--- src/rtl/apb4_ram_arbiter_if.sv ---
// apb4_ram_arbiter_if: N-wide APB4 bundle; master drives the request side, slave answers
interface apb4_ram_arbiter_if #(
  parameter int N  = 1,
  parameter int AW = 32,
  parameter int DW = 32
);
  logic [N-1:0]        psel;
  logic [N-1:0]        penable;
  logic [N-1:0]        pwrite;
  logic [N*AW-1:0]     paddr;
  logic [N*DW-1:0]     pwdata;
  logic [N*DW/8-1:0]   pstrb;
  logic [N*3-1:0]      pprot;
  logic [N-1:0]        pready;
  logic [DW-1:0]       prdata;
  logic [N-1:0]        pslverr;
  modport master (output psel, penable, pwrite, paddr, pwdata, pstrb, pprot, input pready, prdata, pslverr);
  modport slave (input psel, penable, pwrite, paddr, pwdata, pstrb, pprot, output pready, prdata, pslverr);
endinterface

--- src/rtl/apb4_ram_arbiter.sv ---
// apb4_ram_arbiter: round-robin sharing of one APB4 completer among N_REQ APB4 requesters
module apb4_ram_arbiter #(
  parameter int N_REQ      = 2,
  parameter int ADDR_WIDTH = 32,
  parameter int DATA_WIDTH = 32,
  localparam int GW = (N_REQ > 1) ? $clog2(N_REQ) : 1,
  localparam int SW = DATA_WIDTH / 8
) (
  input  logic              PCLK,
  input  logic              PRESET,
  apb4_ram_arbiter_if.slave  s,
  apb4_ram_arbiter_if.master m,
  output logic [GW-1:0]     gnt_idx
);
  typedef enum logic [1:0] {IDLE, SETUP, ACCESS} state_t;
  state_t state, state_nxt;
  logic [GW-1:0] rr_ptr, off, win;
  logic [GW:0] sum;
  logic [N_REQ-1:0] rot, onehot;
  logic done, ok;
  logic cmd_write, sel_write;
  logic [ADDR_WIDTH-1:0] cmd_addr, sel_addr;
  logic [DATA_WIDTH-1:0] cmd_wdata, sel_wdata;
  logic [SW-1:0] cmd_strb, sel_strb;
  logic [2:0] cmd_prot, sel_prot;
  // rotate requests so bit 0 is rr_ptr, take the lowest set bit, rotate back
  always_comb begin
    rot = N_REQ'({s.psel, s.psel} >> rr_ptr);
    off = '0;
    for (int k = N_REQ - 1; k >= 0; k--) if (rot[k]) off = GW'(k);
    sum = {1'b0, rr_ptr} + {1'b0, off};
    win = sum >= (GW+1)'(N_REQ) ? GW'(sum - (GW+1)'(N_REQ)) : GW'(sum);
  end
  // select the winning requester's command fields
  always_comb begin
    sel_write = 1'b0;
    sel_addr  = '0;
    sel_wdata = '0;
    sel_strb  = '0;
    sel_prot  = '0;
    for (int i = 0; i < N_REQ; i++)
      if (win == GW'(i)) begin
        sel_write = s.pwrite[i];
        sel_addr  = s.paddr[i*ADDR_WIDTH +: ADDR_WIDTH];
        sel_wdata = s.pwdata[i*DATA_WIDTH +: DATA_WIDTH];
        sel_strb  = s.pstrb[i*SW +: SW];
        sel_prot  = s.pprot[i*3 +: 3];
      end
  end
  // next state, downstream bus and the response routed back to the granted requester only
  always_comb begin
    state_nxt = state == IDLE ? (|s.psel ? SETUP : IDLE) : state == SETUP ? ACCESS : (m.pready[0] ? IDLE : ACCESS);
    done = state == ACCESS && m.pready[0];
    ok = done && s.psel[gnt_idx];
    onehot = N_REQ'(1) << gnt_idx;
    m.psel[0]    = state != IDLE;
    m.penable[0] = state == ACCESS;
    m.pwrite[0]  = cmd_write;
    m.paddr      = cmd_addr;
    m.pwdata     = cmd_wdata;
    m.pstrb      = cmd_strb;
    m.pprot      = cmd_prot;
    s.pready     = ok ? onehot : '0;
    s.pslverr    = ok && m.pslverr[0] ? onehot : '0;
    s.prdata     = ok ? m.prdata : '0;
  end
  // state, grant and command capture; commands are frozen from IDLE until the transfer ends
  always_ff @(posedge PCLK or posedge PRESET)
    if (PRESET) begin
      state     <= IDLE;
      rr_ptr    <= '0;
      gnt_idx   <= '0;
      cmd_write <= 1'b0;
      cmd_addr  <= '0;
      cmd_wdata <= '0;
      cmd_strb  <= '0;
      cmd_prot  <= '0;
    end else begin
      state <= state_nxt;
      if (state == IDLE && |s.psel) begin
        gnt_idx   <= win;
        cmd_write <= sel_write;
        cmd_addr  <= sel_addr;
        cmd_wdata <= sel_wdata;
        cmd_strb  <= sel_strb;
        cmd_prot  <= sel_prot;
      end
      if (done) rr_ptr <= gnt_idx == GW'(N_REQ - 1) ? '0 : gnt_idx + 1'b1;
    end
  // a requester may never raise PENABLE without PSEL
  assert property (@(posedge PCLK) disable iff (PRESET) (s.penable & ~s.psel) == '0);
endmodule

--- src/flat_wrapper.sv ---
// flat-port wrapper written by rule: the top's interface ports become plain ports
module apb4_ram_arbiter_flat 
#(
  parameter int N_REQ      = 2,
  parameter int ADDR_WIDTH = 32,
  parameter int DATA_WIDTH = 32,
  localparam int GW = (N_REQ > 1) ? $clog2(N_REQ) : 1,
  localparam int SW = DATA_WIDTH / 8
)
  (PCLK, PRESET, gnt_idx, s_psel, s_penable, s_pwrite, s_paddr, s_pwdata, s_pstrb, s_pprot, s_pready, s_prdata, s_pslverr, m_psel, m_penable, m_pwrite, m_paddr, m_pwdata, m_pstrb, m_pprot, m_pready, m_prdata, m_pslverr);
  apb4_ram_arbiter_if #(.N(2), .AW(32), .DW(32)) s_i ();
  apb4_ram_arbiter_if #(.N(1), .AW(32), .DW(32)) m_i ();
  input  logic PCLK;
  input  logic PRESET;
  output logic [GW-1:0] gnt_idx;
  input wire logic [$bits(s_i.psel)-1:0] s_psel;
  input wire logic [$bits(s_i.penable)-1:0] s_penable;
  input wire logic [$bits(s_i.pwrite)-1:0] s_pwrite;
  input wire logic [$bits(s_i.paddr)-1:0] s_paddr;
  input wire logic [$bits(s_i.pwdata)-1:0] s_pwdata;
  input wire logic [$bits(s_i.pstrb)-1:0] s_pstrb;
  input wire logic [$bits(s_i.pprot)-1:0] s_pprot;
  output wire logic [$bits(s_i.pready)-1:0] s_pready;
  output wire logic [$bits(s_i.prdata)-1:0] s_prdata;
  output wire logic [$bits(s_i.pslverr)-1:0] s_pslverr;
  output wire logic [$bits(m_i.psel)-1:0] m_psel;
  output wire logic [$bits(m_i.penable)-1:0] m_penable;
  output wire logic [$bits(m_i.pwrite)-1:0] m_pwrite;
  output wire logic [$bits(m_i.paddr)-1:0] m_paddr;
  output wire logic [$bits(m_i.pwdata)-1:0] m_pwdata;
  output wire logic [$bits(m_i.pstrb)-1:0] m_pstrb;
  output wire logic [$bits(m_i.pprot)-1:0] m_pprot;
  input wire logic [$bits(m_i.pready)-1:0] m_pready;
  input wire logic [$bits(m_i.prdata)-1:0] m_prdata;
  input wire logic [$bits(m_i.pslverr)-1:0] m_pslverr;
  assign s_i.psel = s_psel;
  assign s_i.penable = s_penable;
  assign s_i.pwrite = s_pwrite;
  assign s_i.paddr = s_paddr;
  assign s_i.pwdata = s_pwdata;
  assign s_i.pstrb = s_pstrb;
  assign s_i.pprot = s_pprot;
  assign s_pready = s_i.pready;
  assign s_prdata = s_i.prdata;
  assign s_pslverr = s_i.pslverr;
  assign m_psel = m_i.psel;
  assign m_penable = m_i.penable;
  assign m_pwrite = m_i.pwrite;
  assign m_paddr = m_i.paddr;
  assign m_pwdata = m_i.pwdata;
  assign m_pstrb = m_i.pstrb;
  assign m_pprot = m_i.pprot;
  assign m_i.pready = m_pready;
  assign m_i.prdata = m_prdata;
  assign m_i.pslverr = m_pslverr;
  apb4_ram_arbiter #(.N_REQ(N_REQ), .ADDR_WIDTH(ADDR_WIDTH), .DATA_WIDTH(DATA_WIDTH)) u_core (.PCLK(PCLK), .PRESET(PRESET), .s(s_i), .m(m_i), .gnt_idx(gnt_idx));
endmodule
--- config.mk ---
export PLATFORM = sky130hd
export DESIGN_NAME = apb4_ram_arbiter_flat
export DESIGN_NICKNAME = d
export VERILOG_FILES = /design/src/rtl/apb4_ram_arbiter_if.sv /design/src/rtl/apb4_ram_arbiter.sv /design/src/flat_wrapper.sv
export SDC_FILE = /design/constraint.sdc
export NUM_CORES = 1
export LEC_CHECK = 0
export ABC_AREA = 1
export BUFFER_PORTS_ARGS = -buffer_cell sky130_fd_sc_hd__buf_2
export CORE_AREA = 2 2 113 115
export CTS_CLUSTER_SIZE = 24
export DETAILED_ROUTE_END_ITERATION = 6
export DIE_AREA = 0 0 115 117
export PLACE_DENSITY = 0.82
export SLEW_MARGIN = 20
export SYNTH_ARGS = -nofsm -noshare
export SYNTH_HDL_FRONTEND = slang
export SYNTH_SLANG_ARGS = --single-unit
--- constraint.sdc ---
create_clock -name PCLK -period 4.5 [get_ports PCLK]
set_input_delay 0.675 -clock PCLK [delete_from_list [all_inputs] [get_ports PCLK]]
set_output_delay 0.675 -clock PCLK [all_outputs]
set_load 0.05 [all_outputs]
==> impl_metrics.json <==
{
  "synth_top_area_share_pct": 41.9,
  "endpoint_kind": "output port",
  "start_util_pct": 36.8,
  "drtIter0Drc": 205,
  "slowest_delay_ns": 0.66,
  "clock_sinks": 76,
  "io_buffers": 292,
  "fp.dieArea_sq_mm": 0.0135,
  "die_width_um": 115,
  "worst_ep_required_time_ns": 3.83,
  "crit_start": "m_pready",
  "fin_crit_sh_pct": 67.0,
  "syn-mean-instance-area_sq_um": 6.34,
  "arrival_ns": 2.34,
  "yosys.area.top_type": "dfrtp_1",
  "finalNetCount": 1170,
  "h-tree-depth": 3,
  "nFillCells": 1230,
  "path_clk_slew_ns": 0.06,
  "cts_resized": 0,
  "ff2ff_path_depth": 6,
  "setup_viol": 0,
  "rows": 41,
  "totalWireLength_um": 13900,
  "layout_commonest_cell": "buf_2",
  "viasPerCell": 4.47,
  "grt_pass1_vias": 4565,
  "fmax_ghz": 0.331,
  "dpl.cell_count": 1125,
  "yosysWarnings": 0,
  "r2r_setup_slack_ns": 2.46,
  "setup_tns_ns": 0,
  "synth_area_sq_mm": 0.00454,
  "cp_max_fo": 34,
  "ant_nets": 0,
  "crit-reg2reg-capture": "u_core.m.paddr[13]",
  "powerDensity_mw_per_mm2": 767,
  "grtUsageTotal_pct": 20.0,
  "grt_max_degree": 73,
  "p_leak_nw": 4.34,
  "power_mw": 4.90,
  "hold_viol_final": 0,
  "overflow": 0,
  "outcome": "completed",
  "num_vias": 5099,
  "rsz0062_at_grt": "false",
  "period_minus_slack_ns": 3.02,
  "drv_cap": 0,
  "final_area_sq_mm": 0.00639,
  "cts_made_buffers": 9,
  "max-vdd-ir-drop_mv": 0.360,
  "die_y_um": 117,
  "relSlewSlack_pct": 27.3,
  "ys_types": 15,
  "wire_per_inst_um": 12.2,
  "worstPathCellList": "buf_2 -> nand2_1 -> nor2_1 -> nand2_1 -> nor3_1 -> buf_2",
  "clk_latency_ns": 0.33,
  "instances_no_fill": 1141,
  "layout-drive-gt1-share_pct": 32.6,
  "cts_tree": "done",
  "worstSetupPathType": "in2out",
  "hold_class": "in2async",
  "synth-seq-cells": 76,
  "drv_slew": 0,
  "dp_hpwl_um": 10200,
  "antenna_found_initial": 0,
  "grt_pass1_wl_um": 21000,
  "core_area_sq_mm": 0.0123,
  "syn_to_final_growth_pct": 40.9,
  "first_pass_iters": 4,
  "hold_buffers": 0,
  "io_pins": 295,
  "ys_top_cells_by_area": "dfrtp_1 (42%), nand2_1 (18%), nand3_1 (16%), inv_1 (15%), nor2_1 (2.9%)",
  "n_antenna_cell": 0,
  "drc": 0,
  "crit_buf_inv": 2,
  "cts_root_buf": "clkbuf_16",
  "gp_congestion": 0.815,
  "place_area_sq_mm": 0.00608,
  "cpMaxStageDelayCell": "nand2_1",
  "synthCells": 715,
  "rr_startpoint": "u_core.state[1]",
  "crit_family": "simple AND/OR/NAND/NOR gates",
  "syn_nets": 899,
  "final.setup_skew_ns": 0.00743,
  "final_cell_mix": "buf_2 (292), nand2_1 (222), inv_1 (184)",
  "cts_setup_buffers": 0,
  "worst_pin_slew_ns": 1.09,
  "startpoint_type": "input pin",
  "seq_area_frac_synth_pct": 41.9,
  "cts_buffer_depth": 2
}
[registers in the layout (all words and copies together) (netlist names)]
name,cells
u_core.state,2
u_core.m.pwdata,32
u_core.m.pprot,3
u_core.m.paddr,32
u_core.m.pwrite,1
u_core.rr_ptr,1
u_core.m.pstrb,4
u_core.gnt_idx,1
[area by class of cell]
class	count	area [sq um]	share of cell area, %
Clock inverter	6	72.6	1.14
Clock buffer	10	239	3.74
Sequential cell	76	1900	29.8
Tap cell	150	188	2.94
Timing Repair Buffer	299	1510	23.7
Inverter	186	699	10.9
Multi-Input combinational cell	414	1780	27.8
[report_power, final]
group	internal [mW]	total [mW]	switching, mW
clock	0.449	0.734	0.285
sequential	1.04	1.22	0.183
combinational	0.661	2.95	2.29
total	2.15	4.90	2.76
[how the worst max path moves through the flow]
stage,endpoint,cells after the start
floorplan,s_pslverr[0],4
global placement,s_pslverr[1],6
detailed placement,s_pslverr[1],6
CTS,s_pslverr[0],6
global route,s_pslverr[1],5
finish,s_pslverr[1],6
[per-stage QoR]
stage	util, %	hold WS, ns	worst slack (ns)
after detailed placement	49.4	0.460	1.47
after floorplan	-	0.460	1.72
after CTS	51.9	0.389	1.45
after global placement	49.4	0.457	1.52
final	51.9	0.373	1.48
after global routing	51.9	0.407	1.26
[Yosys cell counts, drive strengths merged]
| library cell | instances |
|---|---|
| nand2 | 226 |
| inv | 186 |
| nand3 | 144 |
| dfrtp | 76 |
| buf | 35 |
| nor2 | 35 |
| clkbuf | 4 |
| o21ai | 4 |
| nor3 | 3 |
| a21oi | 2 |
[kinds of logic after synthesis]
| kind of cell | synth area share [%] |
|---|---|
| compound gates | 0.745 |
| flops | 41.9 |
| simple gates | 38.0 |
| buf+inv | 19.3 |
[layer usage]
metal	GRT usage, %	share of wire, %
met5	0	0
met4	8.51	3.3
met3	5.05	7.6
met2	37.1	49
met1	21.6	40
Note: power is estimated with default switching activity, not from simulation.
